`src/rtl/usb_link_if.sv`:
```
// Pad/core signal bundle for the USB link controller.
// Ports: pad rx levels, core tx request, wake request in; pad tx, core reset, status out.
interface usb_link_if;
    logic       rx_j;
    logic       rx_se0;
    logic       core_tx_se0;
    logic       core_tx_j;
    logic       core_tx_en;
    logic       wake_req;
    logic       tx_se0;
    logic       tx_j;
    logic       tx_en;
    logic       core_rst_n;
    logic       bus_reset;
    logic       suspended;
    logic       wake_ack;
    logic [2:0] state;

    modport slave (
        input  rx_j, rx_se0, core_tx_se0, core_tx_j, core_tx_en, wake_req,
        output tx_se0, tx_j, tx_en, core_rst_n, bus_reset, suspended,
        output wake_ack, state
    );

    modport master (
        output rx_j, rx_se0, core_tx_se0, core_tx_j, core_tx_en, wake_req,
        input  tx_se0, tx_j, tx_en, core_rst_n, bus_reset, suspended,
        input  wake_ack, state
    );
endinterface

```
`src/rtl/usb_link_ctrl.sv`:
```
// USB bus-state controller: detects bus reset, suspend, resume; owns the pad transmitter.
// Ports: clk48, rst_n (async, active-low), bus (usb_link_if.slave: pad rx/tx, core tx, status).
module usb_link_ctrl #(
    parameter int RESET_CYCLES        = 120,
    parameter int SUSPEND_CYCLES      = 144000,
    parameter int WAKE_HOLDOFF_CYCLES = 240000,
    parameter int RESUME_DRIVE_CYCLES = 96000
) (
    input  logic        clk48,
    input  logic        rst_n,
    usb_link_if.slave   bus
);
    localparam int SW = $clog2(RESET_CYCLES + 1);
    localparam int IW = $clog2(SUSPEND_CYCLES + 1);
    localparam int HW = $clog2(WAKE_HOLDOFF_CYCLES + 1);
    localparam int DW = $clog2(RESUME_DRIVE_CYCLES + 1);

    typedef enum logic [2:0] {
        ST_RESET       = 3'd0,
        ST_ACTIVE      = 3'd1,
        ST_SUSPEND     = 3'd2,
        ST_HOST_RESUME = 3'd3,
        ST_WAKE_DRIVE  = 3'd4
    } state_t;

    state_t        st;
    logic [1:0]    j_sync;
    logic [1:0]    se0_sync;
    logic [1:0]    vld;
    logic [SW-1:0] se0_cnt;
    logic [IW-1:0] idle_cnt;
    logic [HW-1:0] hold_cnt;
    logic [DW-1:0] drv_cnt;
    logic          core_rst_q;
    logic          bus_reset_q;
    logic          suspended_q;
    logic          wake_ack_q;

    logic line_se0;
    logic line_j;
    logic line_k;
    logic idle;
    logic se0_full;
    logic idle_last;
    logic hold_full;
    logic drv_last;

    // vld marks when the synchroniser holds real pad samples rather
    // than its reset placeholders, so RESET is not left on stale data.
    always_ff @(posedge clk48 or negedge rst_n) begin
        if (!rst_n) begin
            j_sync   <= 2'b11;
            se0_sync <= 2'b00;
            vld      <= 2'b00;
        end else begin
            j_sync   <= {j_sync[0], bus.rx_j};
            se0_sync <= {se0_sync[0], bus.rx_se0};
            vld      <= {vld[0], 1'b1};
        end
    end

    assign line_se0  = se0_sync[1];
    assign line_j    = j_sync[1] & ~line_se0;
    assign line_k    = ~j_sync[1] & ~line_se0;
    assign idle      = line_j & ~bus.core_tx_en;
    assign se0_full  = (se0_cnt == SW'(RESET_CYCLES));
    assign idle_last = idle && (idle_cnt == IW'(SUSPEND_CYCLES - 1));
    assign hold_full = (hold_cnt == HW'(WAKE_HOLDOFF_CYCLES));
    assign drv_last  = (drv_cnt == DW'(RESUME_DRIVE_CYCLES - 1));

    always_ff @(posedge clk48 or negedge rst_n) begin
        if (!rst_n) begin
            se0_cnt  <= '0;
            idle_cnt <= '0;
            hold_cnt <= '0;
            drv_cnt  <= '0;
        end else begin
            if (st == ST_WAKE_DRIVE || !line_se0)
                se0_cnt <= '0;
            else if (!se0_full)
                se0_cnt <= se0_cnt + SW'(1);

            if (st != ST_ACTIVE || !idle)
                idle_cnt <= '0;
            else if (idle_cnt != IW'(SUSPEND_CYCLES))
                idle_cnt <= idle_cnt + IW'(1);

            if (st != ST_SUSPEND)
                hold_cnt <= '0;
            else if (!hold_full)
                hold_cnt <= hold_cnt + HW'(1);

            if (st != ST_WAKE_DRIVE)
                drv_cnt <= '0;
            else
                drv_cnt <= drv_cnt + DW'(1);
        end
    end

    always_ff @(posedge clk48 or negedge rst_n) begin
        if (!rst_n) begin
            st          <= ST_RESET;
            core_rst_q  <= 1'b0;
            bus_reset_q <= 1'b0;
            suspended_q <= 1'b0;
            wake_ack_q  <= 1'b0;
        end else begin
            bus_reset_q <= 1'b0;
            wake_ack_q  <= 1'b0;
            unique case (st)
                ST_RESET: begin
                    if (vld[1] && !line_se0) begin
                        st         <= ST_ACTIVE;
                        core_rst_q <= 1'b1;
                    end
                end
                ST_ACTIVE: begin
                    if (se0_full) begin
                        st          <= ST_RESET;
                        core_rst_q  <= 1'b0;
                        bus_reset_q <= 1'b1;
                    end else if (idle_last) begin
                        st          <= ST_SUSPEND;
                        suspended_q <= 1'b1;
                    end
                end
                ST_SUSPEND: begin
                    if (se0_full) begin
                        st          <= ST_RESET;
                        core_rst_q  <= 1'b0;
                        bus_reset_q <= 1'b1;
                        suspended_q <= 1'b0;
                    end else if (line_k) begin
                        st          <= ST_HOST_RESUME;
                        suspended_q <= 1'b0;
                    end else if (bus.wake_req && hold_full) begin
                        st          <= ST_WAKE_DRIVE;
                        suspended_q <= 1'b0;
                        wake_ack_q  <= 1'b1;
                    end
                end
                ST_HOST_RESUME: begin
                    if (se0_full) begin
                        st          <= ST_RESET;
                        core_rst_q  <= 1'b0;
                        bus_reset_q <= 1'b1;
                    end else if (line_j) begin
                        st <= ST_ACTIVE;
                    end
                end
                ST_WAKE_DRIVE: begin
                    if (drv_last)
                        st <= ST_HOST_RESUME;
                end
                default: begin
                    st          <= ST_RESET;
                    core_rst_q  <= 1'b0;
                    suspended_q <= 1'b0;
                end
            endcase
        end
    end

    // Only ACTIVE lets the core reach the pads; WAKE_DRIVE forces K.
    assign bus.tx_en  = (st == ST_ACTIVE) ? bus.core_tx_en : (st == ST_WAKE_DRIVE);
    assign bus.tx_j   = (st == ST_ACTIVE) ? bus.core_tx_j : (st != ST_WAKE_DRIVE);
    assign bus.tx_se0 = (st == ST_ACTIVE) ? bus.core_tx_se0 : 1'b0;

    assign bus.core_rst_n = core_rst_q;
    assign bus.bus_reset  = bus_reset_q;
    assign bus.suspended  = suspended_q;
    assign bus.wake_ack   = wake_ack_q;
    assign bus.state      = st;
endmodule
```
`src/flat_wrapper.sv`:
```
// flat-port wrapper written by rule: the top's interface ports become plain ports
module usb_link_ctrl_flat 
#(
    parameter int RESET_CYCLES        = 120,
    parameter int SUSPEND_CYCLES      = 144000,
    parameter int WAKE_HOLDOFF_CYCLES = 240000,
    parameter int RESUME_DRIVE_CYCLES = 96000
)
  (clk48, rst_n, bus_rx_j, bus_rx_se0, bus_core_tx_se0, bus_core_tx_j, bus_core_tx_en, bus_wake_req, bus_tx_se0, bus_tx_j, bus_tx_en, bus_core_rst_n, bus_bus_reset, bus_suspended, bus_wake_ack, bus_state);
  usb_link_if bus_i ();
  input  logic clk48;
  input  logic rst_n;
  input wire logic [$bits(bus_i.rx_j)-1:0] bus_rx_j;
  input wire logic [$bits(bus_i.rx_se0)-1:0] bus_rx_se0;
  input wire logic [$bits(bus_i.core_tx_se0)-1:0] bus_core_tx_se0;
  input wire logic [$bits(bus_i.core_tx_j)-1:0] bus_core_tx_j;
  input wire logic [$bits(bus_i.core_tx_en)-1:0] bus_core_tx_en;
  input wire logic [$bits(bus_i.wake_req)-1:0] bus_wake_req;
  output wire logic [$bits(bus_i.tx_se0)-1:0] bus_tx_se0;
  output wire logic [$bits(bus_i.tx_j)-1:0] bus_tx_j;
  output wire logic [$bits(bus_i.tx_en)-1:0] bus_tx_en;
  output wire logic [$bits(bus_i.core_rst_n)-1:0] bus_core_rst_n;
  output wire logic [$bits(bus_i.bus_reset)-1:0] bus_bus_reset;
  output wire logic [$bits(bus_i.suspended)-1:0] bus_suspended;
  output wire logic [$bits(bus_i.wake_ack)-1:0] bus_wake_ack;
  output wire logic [$bits(bus_i.state)-1:0] bus_state;
  assign bus_i.rx_j = bus_rx_j;
  assign bus_i.rx_se0 = bus_rx_se0;
  assign bus_i.core_tx_se0 = bus_core_tx_se0;
  assign bus_i.core_tx_j = bus_core_tx_j;
  assign bus_i.core_tx_en = bus_core_tx_en;
  assign bus_i.wake_req = bus_wake_req;
  assign bus_tx_se0 = bus_i.tx_se0;
  assign bus_tx_j = bus_i.tx_j;
  assign bus_tx_en = bus_i.tx_en;
  assign bus_core_rst_n = bus_i.core_rst_n;
  assign bus_bus_reset = bus_i.bus_reset;
  assign bus_suspended = bus_i.suspended;
  assign bus_wake_ack = bus_i.wake_ack;
  assign bus_state = bus_i.state;
  usb_link_ctrl #(.RESET_CYCLES(RESET_CYCLES), .SUSPEND_CYCLES(SUSPEND_CYCLES), .WAKE_HOLDOFF_CYCLES(WAKE_HOLDOFF_CYCLES), .RESUME_DRIVE_CYCLES(RESUME_DRIVE_CYCLES)) u_core (.clk48(clk48), .rst_n(rst_n), .bus(bus_i));
endmodule
```
`config.mk`:
```
export PLATFORM = sky130hd
export DESIGN_NAME = usb_link_ctrl_flat
export DESIGN_NICKNAME = d
export VERILOG_FILES = /design/src/rtl/usb_link_if.sv /design/src/rtl/usb_link_ctrl.sv /design/src/flat_wrapper.sv
export SDC_FILE = /design/constraint.sdc
export NUM_CORES = 1
export LEC_CHECK = 0
export CORE_UTILIZATION = 54
export CTS_CLUSTER_DIAMETER = 150
export DETAILED_ROUTE_END_ITERATION = 10
export PLACE_DENSITY = 0.74
export RECOVER_POWER = 100
export SLEW_MARGIN = 20
export SYNTH_ARGS = -nofsm -noshare
export SYNTH_HDL_FRONTEND = slang
export SYNTH_SLANG_ARGS = --single-unit
```
`constraint.sdc`:
```
create_clock -name clk48 -period 1.7 [get_ports clk48]
set_input_delay 0.34 -clock clk48 [delete_from_list [all_inputs] [get_ports clk48]]
set_output_delay 0.34 -clock clk48 [all_outputs]
set_load 0.02 [all_outputs]
```
# After elaboration in Yosys (flattened, before gate mapping)
# Cells that the tools add are included.
[totals]
ff_bits = 73
latchBits = 0
mem_bits_rw = 0
rom_bits = 0
inputBits = 8
out_inout_bits = 10
wordCells = 95
memories = 0
[op_classes]
add_sub_neg = 4
mul = 0
div = 0
magnitude_cmp = 0
n_eq_ne = 22
shift = 0
mux = 35
n_bitwise = 8
reduce_logical = 14
[op_table]
columns = ["cell", "count"]
rows = [
  ["18-bit 2-to-1 mux", 4],
  ["18-bit by 1-bit adder with 18-bit output, second input constant", 2],
  ["18-bit == test, second input constant", 2],
  ["3-bit 2-to-1 mux", 9],
  ["18-bit != test, second input constant", 1],
  ["17-bit by 1-bit adder with 17-bit output, second input constant", 1],
  ["17-bit == test, second input constant", 1],
  ["17-bit 2-to-1 mux", 1],
  ["1-bit 2-to-1 mux", 16],
  ["3-bit one-hot mux with 5 select lines", 1],
  ["7-bit 2-to-1 mux", 2],
  ["3-bit by 1-bit != test with 1-bit output, second input constant", 3],
  ["2-bit by 1-bit != test with 1-bit output, second input constant", 4],
  ["7-bit by 1-bit adder with 7-bit output, second input constant", 1],
  ["7-bit == test, second input constant", 1],
  ["3-bit by 2-bit == test with 1-bit output, second input constant", 2],
  ["2-bit != test, second input constant", 3],
  ["1-bit one-hot mux with 3 select lines", 2],
  ["3-bit OR reduction", 2],
  ["1-bit NOT", 5],
  ["5-bit AND reduction", 1],
  ["4-bit by 1-bit != test with 1-bit output, second input constant", 1],
  ["4-bit AND reduction", 1],
  ["1-bit AND", 3],
  ["10 further kinds", 14],
]

# Longest topological paths before layout
[logic_depth]
depth_word = 7
mapped_depth = 7
depth_no_buf = 7

# Worst setup path before layout
# OpenSTA, ideal clock, no wires.
[synth_path]
path_kind = "register -> output"
start = "register u_core.st[0] (netlist: u_core.bus.state[0])"
end = "output port bus_tx_en"
t_arrival_ns = 1.640
required_time_ns = 1.360
setup_slack_ns = -0.280
stages_incl_launch_ff = 7
n_path_buf = 3
cell_sequence = "dfrtp_1 -> buf_4 -> nor2_1 -> nand2_1 -> clkbuf_1 -> buf_1 -> nand2_1"
[synth_between]
elab_chain_len = 2
word_cells_on_any_way = 3
cone_classes = "eq/ne (2); mux (1)"
[synth_rtl]
columns = ["item", "line", "rtl"]
rows = [
  ["start: declaration", "usb_link_ctrl.sv:26", "state_t st;"],
  ["start signal: assignment", "usb_link_ctrl.sv:102", "st <= ST_RESET;"],
  ["start signal: assignment", "usb_link_ctrl.sv:113", "st <= ST_ACTIVE;"],
  ["start signal: assignment", "usb_link_ctrl.sv:119", "st <= ST_RESET;"],
  ["3-bit == test / 3-bit by 1-bit == test with 1-bit output (equally long branches)", "usb_link_ctrl.sv:165", "assign bus.tx_en = (st == ST_ACTIVE) ? bus.core_tx_en : (st == ST_WAKE_DRIVE);"],
  ["1-bit 2-to-1 mux *", "usb_link_ctrl.sv:165", ""],
  ["end: declaration", "flat_wrapper.sv:21", "output wire logic [$bits(bus_i.tx_en)-1:0] bus_tx_en;"],
]
# Mark *: on every way between the ends. The rest lies on a longest branch, timed or not.

# Worst setup path after layout
[layout_path]
start = "register u_core.st[0] (netlist: u_core.bus.state[0])"
end = "register u_core.st[0] (netlist: u_core.bus.state[0])"
[layout_between]
elab_chain_len = 3
word_cells_on_any_way = 12
cone_classes = "eq/ne (9); mux (1); reduce/logical (2)"
[layout_rtl]
columns = ["item", "line", "rtl"]
rows = [
  ["3-bit by 2-bit == test with 1-bit output, or another cell as far along", "usb_link_ctrl.sv:110", "unique case (st)"],
  ["4-bit by 1-bit != test with 1-bit output (no source line), or another cell as far along", "--", ""],
  ["5-bit AND reduction (no source line)", "--", ""],
]
# Several ways; a longest one is shown, not always the timed one.
# A chain may end at the register's enable or synchronous reset.

==> results.yml <==
outcome:
  run_status: "finished, violations left"
  violations: "setup timing"
global_route:
  grt_pass1_vias: 2958
  grt_usage: 0.2400
  grt_use_met3: 0.05058
  antenna_found_initial: 0
  grt_use_met2: 0.3900
  grt.busiest_layer: "met2"
  groute.layer.met1.usage: 0.3202
  grt_first_pass_wirelength_um: 13490
  grt_max_degree: 28
  overflow: 0
setup_path:
  critPathRequiredTime_ns: 1.95
  r2r_end: "u_core.bus.state[0]"
  rr_startpoint: "u_core.bus.state[0]"
  crit_path_cell_trace: "buf_4 > or4_2 > o31ai_2 > nor4_2 > o21a_1"
  slowest_delay_ns: 0.67
  rrSetupSlack_ns: -0.10
  start_kind: "flop"
  critPathArrivalTime_ns: 2.05
  crit_path_end_kind: "flop"
  cp_slowest_cell: "or4_2"
  r2r_cells: 5
  crit_fanout: 10
  crit_type: "reg2reg"
timing:
  setup_viol: 6
  fin_tns_setup_ns: -0.3777
  finClkSkew_ns: 0.01707
  setup_ws_ns: -0.1036
  relSlewSlack: 0.5393
  hold_viol: 0
  worst_slew_pin_slew_ns: 0.6910
  post-route-period-util: 1.061
  holdWs_ns: 0.3537
  slew_violations: 0
  min_period_ns: 1.804
  rsz0062_at_grt: "true"
  max_freq_mhz: 554.4
layout:
  n_fill_cell: 484
  fin_cells: 537
  seq_area_mm2: 0.001833
  multi_input_area_mm2: 0.001954
  drive_gt1_frac: 0.3239
  final_net_count: 470
  final_design_area_no_fill_mm2: 0.004802
  final_util: 0.7352
  diodes: 0
  area_growth_pct: 28.49
synthesis:
  syn_area_mm2: 0.003737
  seq_area_frac_synth: 0.4895
  synthSimpleGateAreaFrac: 0.2876
  async_flop_share: 1.000
  yosys_warnings: 0
  synth.mux.area_fraction: 0.005357
  synthXorXnorAreaFrac: 0.1125
  synthAdderAreaFrac: 0.02343
  syn_nets: 382
  synth_flop_cell: "dfrtp_1"
  synth_edf_count: 0
  synth_compound_gate_area_share: 0.05323
  synth_top_family_by_area: "simple AND/OR/NAND/NOR gates"
  netlist_instances: 367
  synth_cell_types: 60
  ys_ff_latch: 73
  syn_area_per_cell_um2: 10.18
floorplanning:
  start_util: 0.5722
  core_area_mm2: 0.006531
  die_area_mm2: 0.007257
  io-pin-count: 18
  num_rows: 29
  die_h_um: 85.19
  die_x_um: 85.19
placement:
  placed_cell_area_mm2: 0.004415
  numPortBuffers: 17
  pre_cts_ws_ns: -0.2976
  post-place-cells: 512
  dp_hpwl_um: 5465
  globalplace.congestion: 0.8422
hold_path:
  whs_path_depth: 0
  hp-start: "u_core.se0_sync[0]"
  hp-class: "reg2reg"
  hold_end: "u_core.se0_sync[1]"
route:
  vias_per_cell: 5.486
  drc_errors: 0
  drtAntennaViolNets: 0
  via_count: 2946
  drt-pass1-iter-count: 6
  wl_per_cell_um: 15.00
  routed_wl_um: 8057
  drt_iter0_markers: 97
clock_network:
  cts_buffer_depth: 2
  path_clk_slew_ns: 0.09
  cts-root-buf: "clkbuf_8"
  cts_tree: "done"
  htreeDepth: 3
  cts_buffers: 9
  cts_sinks: 73
  insertion_delay_ns: 0.35
power_and_ir_drop:
  powerDensity_mw_per_mm2: 902.5
  finalPower_mw: 4.334
  leakage_nw: 2.094
  irDropWorstVdd_uv: 542.4
job:
  maxCapViolCount: 0
## metal layers
layer  vias to the layer above  wire length [um]
met1                      1456              3708
met4                         0               127
met5                         -                 0
met3                        13               240
li1                       1436                 -
met2                        41              3981
## worst max-delay path by stage
stage / startpoint / end / slack, ns / depth (start not counted)
6_report: u_core.bus.state[0] / u_core.bus.state[0] / -0.10 / 5
5_1_grt: u_core.hold_cnt[0] / u_core.bus.state[1] / -0.20 / 7
4_1_cts: u_core.bus.state[1] / bus_tx_j / -0.13 / 4
3_5_place_dp: bus_core_tx_en / bus_tx_en / -0.30 / 4
3_3_place_gp: bus_core_tx_en / bus_tx_en / -0.30 / 4
2_1_floorplan: u_core.hold_cnt[14] / u_core.bus.state[1] / -0.02 / 5
## cell usage after synthesis, drive strengths merged (3+ instances only)
master / number / area share
nor3: 11 / 0.015
and3: 11 / 0.020
nor4: 8 / 0.022
nor4b: 3 / 0.011
nand2: 22 / 0.022
inv: 8 / 0.0080
nand3: 27 / 0.036
buf: 6 / 0.012
dfrtp: 71 / 0.48
nand2b: 3 / 0.0050
and2: 4 / 0.0067
ha: 7 / 0.023
a21oi: 9 / 0.013
xnor2: 20 / 0.047
nor2: 60 / 0.061
clkbuf: 5 / 0.0077
o21ai: 6 / 0.0080
or3: 5 / 0.0084
xor2: 28 / 0.066
nand4b: 3 / 0.0070
nand4: 7 / 0.015
nor2b: 4 / 0.0067
a31oi: 3 / 0.0090
and4: 5 / 0.012
or2: 4 / 0.0074
## cell type report
cell class	instances	area share
Multi-Input combinational cell	275	0.4070
Sequential cell	73	0.3817
Timing Repair Buffer	88	0.1441
Clock buffer	10	0.02658
Tap cell	77	0.02006
Clock inverter	6	0.01433
Inverter	8	0.006253
## critical path: cells and delay by family (launching register included)
family                 cells  cell delay, ns
and+or+nand+nor            2            0.76
DFF                        1            0.46
AOI/OAI and AO/OA          2            0.29
buffers and inverters      1            0.18
## cells in the final DEF (no fill, tap or decap), types with 6 or more instances in the layout
cell	count
and3_1	9
xor2_1	28
inv_1	7
nand2_1	17
xnor2_1	19
nand3_1	27
nor2_1	55
clkbuf_8	9
buf_4	62
clkdlybuf4s50_1	6
a21oi_1	6
nor3_1	9
dfrtp_1	68
## power breakdown
part | switching [mW] | total (mW) | internal (mW) | leakage [nW]
registers | 0.0566 | 1.86 | 1.80 | 0.987
logic | 0.592 | 1.13 | 0.537 | 1.01
clock network | 0.663 | 1.35 | 0.683 | 0.0964
## flip-flops by register name, summed over array words and instances (netlist names)
register	flops
u_core.bus.bus_reset	1
u_core.bus.state	3
u_core.j_sync	2
u_core.idle_cnt	18
u_core.hold_cnt	18
u_core.bus.suspended	1
u_core.se0_sync	2
u_core.bus.wake_ack	1
u_core.drv_cnt	17
u_core.vld	2
u_core.bus.core_rst_n	1
u_core.se0_cnt	7
## cells by family after synthesis
kind of cell | Yosys count
AND/OR/NAND/NOR | 190
flip-flops | 73
XOR/XNOR | 48
AO/OA/AOI/OAI | 27
buffers and inverters | 19
adder cells (fa/ha/maj) | 7
multiplexers | 2
other | 1
## timing repair
action                     in CTS  in global routing
pin swaps                       3                 18
hold endpoints to repair       24                  0
hold buffers                    1                  0
setup endpoints to repair      19                 33
gates resized for setup        29                 40
buffers inserted                2                  8
Note: power is estimated with default switching activity, not from simulation.
